File: src/rtl/sr_drive_sequencer.sv
// sr_drive_sequencer: turns a stream of requested flip-flop values into
// timed set/reset pulses for an external SR flip-flop. It remembers the
// value it last wrote so redundant requests can be dropped.
// Optional feature macro: SR_FEEDBACK_CHECK_EN adds a CHECK state that
// compares q_fb/qn_fb against the remembered value and raises a sticky err.
module sr_drive_sequencer #(
    parameter int PULSE_CYCLES   = 2,
    parameter int SKIP_REDUNDANT = 1
) (
    input  logic clk,
    input  logic rst,
    input  logic din,
    input  logic din_valid,
    output logic din_ready,
    output logic s,
    output logic r,
    input  logic q_fb,
    input  logic qn_fb,
    output logic busy,
    output logic err
);

`ifdef SR_FEEDBACK_CHECK_EN
    typedef enum logic [1:0] {
        IDLE  = 2'd0,
        PULSE = 2'd1,
        GAP   = 2'd2,
        CHECK = 2'd3
    } state_t;
`else
    typedef enum logic [1:0] {
        IDLE  = 2'd0,
        PULSE = 2'd1,
        GAP   = 2'd2
    } state_t;
`endif

    // Counter starts one below the pulse length so that reaching zero marks the last pulse cycle.
    localparam logic [7:0] LOAD_VALUE = 8'(PULSE_CYCLES - 1);

    state_t     r_state;
    logic [7:0] r_cnt;
    logic       r_s;
    logic       r_r;
    logic       r_model;
    logic       r_known;
    logic       r_din_cap;

    state_t     w_state_nxt;
    logic [7:0] w_cnt_nxt;
    logic       w_s_nxt;
    logic       w_r_nxt;
    logic       w_model_nxt;
    logic       w_known_nxt;
    logic       w_din_cap_nxt;
    logic       w_transfer;
    logic       w_redundant;

`ifdef SR_FEEDBACK_CHECK_EN
    logic       r_err;
    logic       w_err_nxt;
`else
    logic       w_unused_fb;
`endif

    assign w_transfer  = din_valid && (r_state == IDLE);
    assign w_redundant = (SKIP_REDUNDANT != 0) && r_known && (din == r_model);

    // Next-state and next-output decisions for the command sequencer.
    always_comb begin
        w_state_nxt   = r_state;
        w_cnt_nxt     = r_cnt;
        w_s_nxt       = r_s;
        w_r_nxt       = r_r;
        w_model_nxt   = r_model;
        w_known_nxt   = r_known;
        w_din_cap_nxt = r_din_cap;
`ifdef SR_FEEDBACK_CHECK_EN
        w_err_nxt     = r_err;
`endif
        case (r_state)
            IDLE: begin
                w_s_nxt = 1'b0;
                w_r_nxt = 1'b0;
                if (w_transfer && !w_redundant) begin
                    w_state_nxt   = PULSE;
                    w_s_nxt       = din;
                    w_r_nxt       = ~din;
                    w_cnt_nxt     = LOAD_VALUE;
                    w_din_cap_nxt = din;
                end
            end
            PULSE: begin
                if (r_cnt == 8'd0) begin
                    w_state_nxt = GAP;
                    w_s_nxt     = 1'b0;
                    w_r_nxt     = 1'b0;
                    w_model_nxt = r_din_cap;
                    w_known_nxt = 1'b1;
                end else begin
                    w_cnt_nxt = r_cnt - 8'd1;
                end
            end
            GAP: begin
                w_s_nxt = 1'b0;
                w_r_nxt = 1'b0;
`ifdef SR_FEEDBACK_CHECK_EN
                w_state_nxt = CHECK;
`else
                w_state_nxt = IDLE;
`endif
            end
`ifdef SR_FEEDBACK_CHECK_EN
            CHECK: begin
                w_s_nxt = 1'b0;
                w_r_nxt = 1'b0;
                if ((q_fb != r_model) || (qn_fb == q_fb)) begin
                    w_err_nxt = 1'b1;
                end
                w_state_nxt = IDLE;
            end
`endif
            default: begin
                w_state_nxt = IDLE;
                w_s_nxt     = 1'b0;
                w_r_nxt     = 1'b0;
            end
        endcase
    end

    // State register; reset aborts any command in flight and forgets the remembered value.
    always_ff @(posedge clk) begin
        if (rst) begin
            r_state   <= IDLE;
            r_cnt     <= 8'd0;
            r_s       <= 1'b0;
            r_r       <= 1'b0;
            r_model   <= 1'b0;
            r_known   <= 1'b0;
            r_din_cap <= 1'b0;
`ifdef SR_FEEDBACK_CHECK_EN
            r_err     <= 1'b0;
`endif
        end else begin
            r_state   <= w_state_nxt;
            r_cnt     <= w_cnt_nxt;
            r_s       <= w_s_nxt;
            r_r       <= w_r_nxt;
            r_model   <= w_model_nxt;
            r_known   <= w_known_nxt;
            r_din_cap <= w_din_cap_nxt;
`ifdef SR_FEEDBACK_CHECK_EN
            r_err     <= w_err_nxt;
`endif
        end
    end

    assign s         = r_s;
    assign r         = r_r;
    assign busy      = (r_state != IDLE);
    assign din_ready = (r_state == IDLE);

`ifdef SR_FEEDBACK_CHECK_EN
    assign err = r_err;
`else
    // Feedback is not monitored in this build; the ports exist only for pin compatibility.
    assign w_unused_fb = q_fb ^ qn_fb;
    assign err         = 1'b0;
`endif

endmodule

File: config.mk
export PLATFORM = sky130hd
export DESIGN_NAME = sr_drive_sequencer
export DESIGN_NICKNAME = d
export VERILOG_FILES = /design/src/rtl/sr_drive_sequencer.sv
export SDC_FILE = /design/constraint.sdc
export NUM_CORES = 1
export LEC_CHECK = 0
export CELL_PAD_IN_SITES_DETAIL_PLACEMENT = 1
export CELL_PAD_IN_SITES_GLOBAL_PLACEMENT = 1
export CORE_MARGIN = 5
export CORE_UTILIZATION = 40
export CTS_CLUSTER_DIAMETER = 40
export DETAILED_ROUTE_END_ITERATION = 6
export GPL_ROUTABILITY_DRIVEN = 0
export GPL_TIMING_DRIVEN = 0
export HOLD_SLACK_MARGIN = 0.02
export PLACE_DENSITY = 0.86
export SYNTH_ARGS = -nofsm -noshare
export SYNTH_HDL_FRONTEND = slang
export SYNTH_SLANG_ARGS = --single-unit
File: constraint.sdc
create_clock -name clk -period 3.8 [get_ports clk]
set_clock_uncertainty 0.2 [all_clocks]
set_input_delay 1.14 -clock clk [delete_from_list [all_inputs] [get_ports clk]]
set_output_delay 1.14 -clock clk [all_outputs]
set_load 0.03 [all_outputs]
==> results of run 1 <==
## registers in the layout, summed over array words and instances, names as in the netlist
signal,count
r_model,1
r,1
r_state,2
r_cnt,8
r_din_cap,1
r_known,1
s,1
## critical path, stage by stage, from the launching register on
cell and delay (ps):
dfxtp_1 330, or2_1 250, inv_1 80, clkdlybuf4s50_1 670
## synth_stat cells (3+ instances only)
master | n | area [um2]
dfxtp_1 | 15 | 300
nor2_1 | 13 | 48.8
inv_1 | 5 | 18.8
a21oi_1 | 4 | 20.0
mux2i_1 | 3 | 30.0
or2_1 | 3 | 18.8
xor2_1 | 3 | 26.3
## kinds of logic (layout without fill, tap and decap cells)
| logic type | count (synthesis) | count (layout) | share of synthesized area (%) |
|---|---|---|---|
| compound gates | 14 | 14 | 13.4 |
| other cells | 1 | 1 | 0.510 |
| flops | 15 | 15 | 40.8 |
| simple gates | 32 | 32 | 26.7 |
| xor+xnor | 4 | 4 | 4.76 |
| mux | 4 | 4 | 5.61 |
| buf+inv | 8 | 19 | 4.76 |
| fa+ha+maj | 2 | 2 | 3.40 |
## where the power goes
group | switching (mW) | total [mW] | internal [mW] | leakage [nW]
Sequential | 0.0190 | 0.198 | 0.179 | 0.122
Combinational | 0.107 | 0.191 | 0.0842 | 0.195
Clock | 0.0543 | 0.0933 | 0.0390 | 0.0177
## per-stage QoR
| stage | instance area [um2] | worst slack [ps] | hold WS [ps] |
|---|---|---|---|
| finish | 865 | 853 | 268 |
| global route | 865 | 775 | 310 |
| CTS | 865 | 845 | 278 |
| detailed placement | 837 | 710 | 264 |
| global placement | 837 | 769 | 247 |
| floorplan | 736 | 1350 | 232 |
## layout make-up
class	count	area, um2
timing repair buffer	7	70.1
clock inverter	1	5.00
fill	212	881
inverter	5	18.8
sequential	15	300
clock buffer	3	22.5
buffer	3	16.3
tap	25	31.3
multi-input combinational	57	400
## metal layers
layer / wire, um / global-route usage, % / vias to the layer above
met4: 10 / 3.40 / 0
met5: 0 / 0 / -
met3: 54 / 3.66 / 2
met2: 736 / 23.6 / 9
li1: - / - / 298
met1: 678 / 13.9 / 271
## worst max path at each step
stage                      to        from  cells past startpoint  slack (ps)
floorplan            r_cnt[6]         din                      5        1350
global placement     r_cnt[6]         din                      6         770
detailed placement   r_cnt[6]         din                      6         710
CTS                 din_ready  r_state[0]                      3         840
global route        din_ready  r_state[0]                      3         770
finish              din_ready  r_state[0]                      3         850
## placed cells by master, fill, tap and decap left out, drive strengths merged
master,instances
dfxtp,15
conb,1
mux2,1
mux2i,3
clkdlybuf4s50,7
buf,2
nor2b,1
nand3,1
a2111oi,1
o2111ai,1
clkinv,1
or3b,1
nor4,2
nor2,14
or3,2
o211ai,2
nand2b,2
o211a,1
or2,3
clkbuf,4
a211oi,1
inv,5
nor3,2
xnor2,1
a21oi,4
o31ai,1
a22oi,2
or4,2
xor2,3
nor3b,2
ha,2
o21ai,1
==> impl_results.md, run 1 <==
- Status: finished clean
- Die ar.: 2800 um2
- Finish-stage setup viols: 0
- Average size of a mapped cell: a little over 9 um2
- Cts repair resizes: 0
- Final net count: 100
- Drt first pass iters: 4
- Inst Count DP: between 100 and 150
- Sequential share of the synthesized area: 40.8%
- Initial antenna violation count: 0
- Drt drc: 0
- Post-CTS Setup Inserts: 0
- CTS buffer count: 3
- Die span in y: 52.9 um
- # IOs: 11
- Largest net degree at the start of global routing: 11
- Worst skew pair latency: roughly 280 ps
- CTS Sinks: 15
- Starting density of the core: between 40% and 50%
- Syn nets: between 80 and 90
- Hold Crit Class: reg2reg
- Total power: approximately 480 uW
- RSZ-0062 raised after global routing: no
- Final Hold Fails: 0
- Hold endpoint: r_known
- Routed vias: 580
- Reg2reg setup slack: roughly 1800 ps
- Critical path class: reg2out
- Vias in the first global route: 648
- CTS tree: done
- WP data arrival: around 1600 ps
- Post-CTS Hold Fix Bufs: 0
- Commonest register cell after synthesis: dfxtp_1
- Synth cell types: 34
- Cell count after synthesis: 80
- Worst Setup End Kind: output port
- Max clock buf depth: 2
- Vias/cell: 5.00
- FF-to-FF path depth: 6
- Post-route core utilization: between 40% and 50%
- Final HPWL DP: about 1200 um
- Post-route ant nets: 0
- DRT iter0 DRCs: 9
- Area of the core: between 1500 and 2000 um2
- N_diodes: 0
- Die width: 52.9 um
- WL/cell: about 13 um
- Synthesized flop and latch total: 15
- Nature of the critical path startpoint: flip-flop
- Number of synthesized flops with an enable pin: 0
- VDD IR-drop max: between 200 and 300 uV
- GRT Resource Usage Total: between 10% and 20%
- Standard-cell rows: 15
- Reg2reg end: r_cnt[1]
- Tmin final: approximately 2900 ps
- Worst-path fanout max: 3
- Root Buffer: clkbuf_4
- P&R area growth vs syn: 17.5%
- Hold Path Stages: 2
- Fin cells: about 120
- Final cycle utilization of the critical path: 77.6%
- Final slew viol count: 0
- First-pass GRT wire length: between 2000 and 3000 um
- Worst EP required: ~2500 ps
- Reg-to-reg startpoint: r_cnt[0]
- Setup tns final: 0 ps
- Synth warn: 0
- Fmax: approximately 340 MHz
- Post-synth ARST share: 0%
- Syn Std Cell Area: approximately 740 um2
- CTS clk-pin slew, worst paths: approximately 90 ps
- Lkg Pwr: between 0.3 and 0.4 nW
- IO Port Bufs: 7
- Layout cells sized above 1: 12.1%
- Overflow after GRT: 0
- Cell Pwr Density: between 500 and 600 nW/um2
- HP Start: r_known
- Max-cap violations: 0
- H-tree lvl count: 1
- Total routed wirelength: 1480 um
(Power assumes the default switching activity.)
==> run 2, diff against run 1 <==
--- a/config.mk
+++ b/config.mk
@@ -8,13 +8,13 @@
 export CELL_PAD_IN_SITES_DETAIL_PLACEMENT = 1
 export CELL_PAD_IN_SITES_GLOBAL_PLACEMENT = 1
 export CORE_MARGIN = 5
-export CORE_UTILIZATION = 40
+export CORE_UTILIZATION = 38
 export CTS_CLUSTER_DIAMETER = 40
 export DETAILED_ROUTE_END_ITERATION = 6
 export GPL_ROUTABILITY_DRIVEN = 0
 export GPL_TIMING_DRIVEN = 0
 export HOLD_SLACK_MARGIN = 0.02
-export PLACE_DENSITY = 0.86
+export PLACE_DENSITY = 0.82
 export SYNTH_ARGS = -nofsm -noshare
 export SYNTH_HDL_FRONTEND = slang
 export SYNTH_SLANG_ARGS = --single-unit
==> constraint.sdc (replaced) <==
create_clock -name clk -period 2.79 [get_ports clk]
set_clock_uncertainty 0.2 [all_clocks]
set_input_delay 0.837 -clock clk [delete_from_list [all_inputs] [get_ports clk]]
set_output_delay 0.837 -clock clk [all_outputs]
set_load 0.03 [all_outputs]
==> impl_results.md, run 2 (synthesis gave the netlist of run 1 again) <==
- # fillers: 222
- IO Port Bufs: 7
- Finish-stage setup viols: 0
- Final Hold Fails: 0
- Tmin final: around 2600 ps
- Reg2reg setup slack: roughly 740 ps
- Starting density of the core: 38.7%
- Post-route ant nets: 0
- Reg2reg end: r_cnt[1]
- Die span in y: around 54 um
- Worst skew pair latency: around 280 ps
- Max clock buf depth: 2
- Biggest regs: r_cnt (8), r_state (2)
- Final net count: 100
- DRT iter0 DRCs: 3
- CTS clk-pin slew, worst paths: approximately 90 ps
- Total power: around 650 uW
- Critical path class: reg2out
- Critical Path Source: r_state[0]
- Max-cap violations: 0
- WP data arrival: roughly 1600 ps
- Switching Share: 37.1%
- Top reg by flops: r_cnt
- Vias in the first global route: around 600
- Final slew viol count: 0
- Setup tns final: 0 ps
- Standard-cell rows: 16
- Hold Path Stages: 2
- Worst EP required: approximately 1800 ps
- # IOs: 11
- Nature of the critical path startpoint: flip-flop
- Worst slew margin: between 60% and 70%
- Hold endpoint: r_known
- FF-to-FF path depth: 6
- Worst-path fanout max: 3
- CTS Sinks: 15
- H-tree lvl count: 1
- Cts repair resizes: 0
- Commonest non-fill, non-tap cell in the layout: dfxtp_1
- WL/cell: approximately 13 um
- VDD IR-drop max: about 320 uV
- Total routed wirelength: around 1500 um
- N_diodes: 0
- Status: finished clean
- Overflow after GRT: 0
- HP Start: r_known
- Cell Pwr Density: 753 nW/um2
- Drt drc: 0
- Hold WS: ~270 ps
- Lkg Pwr: about 0.33 nW
- First-pass GRT wire length: between 2000 and 3000 um
- Area of the core: roughly 1900 um2
- Fmax: 380 MHz
- Max reg flops: 8
- GRT Resource Usage Total: between 10% and 20%
- CTS buffer count: 3
- RSZ-0062 raised after global routing: no
- P&R area growth vs syn: 17.9%
- Root Buffer: clkbuf_4
- Final HPWL DP: 1180 um
- Initial antenna violation count: 0
- Reg-to-reg startpoint: r_cnt[0]
- Switch Pwr: 242 uW
- Die width: approximately 54 um
- CTS tree: done
- Die ar.: 2920 um2
- Drt first pass iters: 2
- Post-CTS Setup Inserts: 0
- Clock power share: 19.0%
- Worst Setup End Kind: output port
- Post-CTS Hold Fix Bufs: 0
- Routed vias: about 600
- Pint: roughly 400 uW
- Largest net degree at the start of global routing: 11
- Most frequent cells in the layout: dfxtp_1 (15), nor2_1 (13), clkdlybuf4s50_1 (7)
- Hold Crit Class: reg2reg
- Final cycle utilization of the critical path: a little over nine tenths
- Layout cells sized above 1: 12.1%
- Flop pwr share: around two fifths
- Combinational power share: 39.8%
- Vias/cell: 5.10
- Slew @ Worst Pin: between 500 and 600 ps
## run 2: cell counts in the layout (fill, tap and decap cells not counted)
Identical to the previous run, type by type.
## run 2: per-layer routing
metal  global-route usage, %  up-vias  routed length [um]
met5                       0        -                   0
met4                    8.71        0                  26
met3                    2.77        4                  37
met2                    20.8        8                 753
met1                    13.6      288                 665
li1                        -      302                   -
## run 2: layout make-up
cell class | count | area [um2] | area share (%)
Multi-Input combinational cell | 57 | 400 | 46.2
Sequential cell | 15 | 300 | 34.6
Timing Repair Buffer | 7 | 70.1 | 8.08
Tap cell | 27 | 33.8 | 3.90
Clock buffer | 3 | 22.5 | 2.60
Inverter | 5 | 18.8 | 2.16
Buffer | 3 | 16.3 | 1.88
Clock inverter | 1 | 5.00 | 0.577
## run 2: how the worst max path moves through the flow
stage / end / slack (ps)
after floorplan: r_cnt[6] / 640
after global placement: r_cnt[6] / 60
after detailed placement: r_cnt[6] / 20
after CTS: din_ready / 130
after global routing: din_ready / 90
final: din_ready / 160
## run 2: critical path: stages, from the launching register on
cell and delay, ps:
dfxtp_1 320, or2_1 240, inv_1 80, clkdlybuf4s50_1 670
## run 2: power by group through the flow
stage	registers, mW	logic [mW]	clock network (mW)
CTS	0.269	0.264	0.133
finish	0.269	0.260	0.124
floorplan	0.273	0.196	0
detailed placement	0.274	0.263	0
global route	0.274	0.291	0.140
global placement	0.272	0.255	0
## run 2: stage by stage
stage               instance area [um2]  instances  util, %  setup WS, ps
floorplan                           736         80        -           643
global placement                    840        114     44.1          55.9
detailed placement                  840        114     44.1          22.3
CTS                                 867        118     45.6           127
global route                        867        118     45.6          87.3
finish                              867        118     45.6           162
==> run 3, diff against run 2 <==
==> config.mk (replaced) <==
export PLATFORM = sky130hd
export DESIGN_NAME = sr_drive_sequencer
export DESIGN_NICKNAME = d
export VERILOG_FILES = /design/src/rtl/sr_drive_sequencer.sv
export SDC_FILE = /design/constraint.sdc
export NUM_CORES = 1
export LEC_CHECK = 0
export CORE_MARGIN = 5
export CORE_UTILIZATION = 40
export CTS_CLUSTER_DIAMETER = 40
export DETAILED_ROUTE_END_ITERATION = 6
export GPL_ROUTABILITY_DRIVEN = 0
export GPL_TIMING_DRIVEN = 0
export HOLD_SLACK_MARGIN = 0.02
export PLACE_DENSITY = 0.7
export SYNTH_ARGS = -nofsm -noshare
export SYNTH_HDL_FRONTEND = slang
export SYNTH_SLANG_ARGS = --single-unit
==> impl_results.md, run 3 (synthesis gave the netlist of run 1 again) <==
- Die width: between 50 and 60 um
- Total power: about 650 uW
- Post-route core utilization: a little under 50%
- Hold Path Stages: 2
- Nature of the critical path startpoint: flip-flop
- Post-route ant nets: 0
- Worst EP required: 1750 ps
- Biggest regs: r_cnt (8), r_state (2)
- Commonest non-fill, non-tap cell in the layout: dfxtp_1
- Max clock buf depth: 2
- Largest net degree at the start of global routing: 11
- IO Port Bufs: 7
- Cts repair resizes: 0
- Max reg flops: 8
- Vias/cell: 5.04
- Final slew viol count: 0
- Final HPWL DP: 981 um
- DRT iter0 DRCs: 8
- Most frequent cells in the layout: dfxtp_1 (15), nor2_1 (13), clkdlybuf4s50_1 (7)
- Max-cap violations: 0
- Hold Crit Class: reg2reg
- CTS clk-pin slew, worst paths: about 100 ps
- # fillers: 170
- RSZ-0062 raised after global routing: no
- Fmax: between 300 and 400 MHz
- Root Buffer: clkbuf_4
- HP Start: r_known
- Status: finished clean
- Post-CTS Hold Fix Bufs: 0
- Critical Path Source: r_state[0]
- Worst-path fanout max: 3
- Routed vias: 585
- Lkg Pwr: between 0.3 and 0.4 nW
- Hold endpoint: r_known
- Highest metal used: met4
- WL met3: ~56 um
- CTS Sinks: 15
- Vias in the first global route: between 500 and 600
- Total routed wirelength: about 1300 um
- Initial antenna violation count: 0
- Cell Pwr Density: ~750 nW/um2
- Setup Slack @ Placement: approximately 27 ps
- Area of the core: 1750 um2
- Standard-cell rows: 15
- Tmin final: approximately 2600 ps
- Placement-stage cell area: ~840 um2
- Final net count: 100
- FF-to-FF path depth: 6
- Final Hold Fails: 0
- Reg-to-reg startpoint: r_cnt[0]
- Layout cells sized above 1: ~12%
- Post-CTS Setup Inserts: 0
- Critical path class: reg2out
- Reg2reg setup slack: around 800 ps
- Worst Setup End Kind: output port
- GRT Resource Usage Total: between 10% and 20%
- WL/cell: about 11 um
- VDD IR-drop max: around 400 uV
- Sequential cell area: about 300 um2
- P&R area growth vs syn: 17.9%
- Reg2reg end: r_cnt[1]
- CTS tree: done
- Fin worst setup slack: 154 ps
- Starting density of the core: around 42%
- Final cycle utilization of the critical path: a little over nine tenths
- WL met1: between 500 and 600 um
- First-pass GRT wire length: 2260 um
- Setup tns final: 0 ps
- CTS buffer count: 3
- N_diodes: 0
- Routed met2 length: 635 um
- Top reg by flops: r_cnt
- Fin cells: about 120
- Die ar.: between 2000 and 3000 um2
- H-tree lvl count: 1
- Multi-input gate area: 400 um2
- WP data arrival: 1600 ps
- Finish-stage setup viols: 0
- # IOs: 11
- Overflow after GRT: 0
- Die span in y: ~53 um
- Drt first pass iters: 4
- Inst Count DP: 112
- Hold WS: about 270 ps
- Final instance area: 867 um2
- Drt drc: 0
- Worst skew pair latency: between 200 and 300 ps
==> run 3: changes by cell type in the layout (fill, tap and decap cells not counted) <==
| cell | delta |
|---|---|
| clkinvlp_4 | +1 |
| clkinv_2 | -1 |
==> run 3: metal layers <==
| layer | global-route usage, % | vias to the layer above |
|---|---|---|
| met5 | 0 | - |
| met1 | 11.4 | 273 |
| met2 | 18.8 | 9 |
| li1 | - | 301 |
| met3 | 5.35 | 2 |
| met4 | 5.11 | 0 |
==> run 3: power breakdown <==
group | switching (mW) | internal (mW)
clock | 0.0749 | 0.0545
sequential | 0.0249 | 0.243
combinational | 0.140 | 0.114
total | 0.240 | 0.412
==> run 3: worst max-delay path, cell delays in order, from the launching register on <==
cell             delay [ps]
dfxtp_1                 320
or2_1                   240
inv_1                    70
clkdlybuf4s50_1         670
==> run 3: area by class of cell <==
| type | instances | share of cell area (%) |
|---|---|---|
| clock buffers | 3 | 2.60 |
| inverters | 5 | 2.16 |
| plain buffers | 3 | 1.88 |
| well taps | 25 | 3.61 |
| flip-flops and latches | 15 | 34.6 |
| clock inverters | 1 | 0.866 |
| multi-input cells | 57 | 46.2 |
| repair buffers | 7 | 8.08 |
==> run 3: worst max-delay path by stage <==
stage | slack [ps] | endpoint
6_report | 150 | din_ready
5_1_grt | 70 | din_ready
4_1_cts | 130 | din_ready
3_5_place_dp | 30 | r_cnt[6]
3_3_place_gp | 40 | r_cnt[6]
2_1_floorplan | 640 | r_cnt[6]
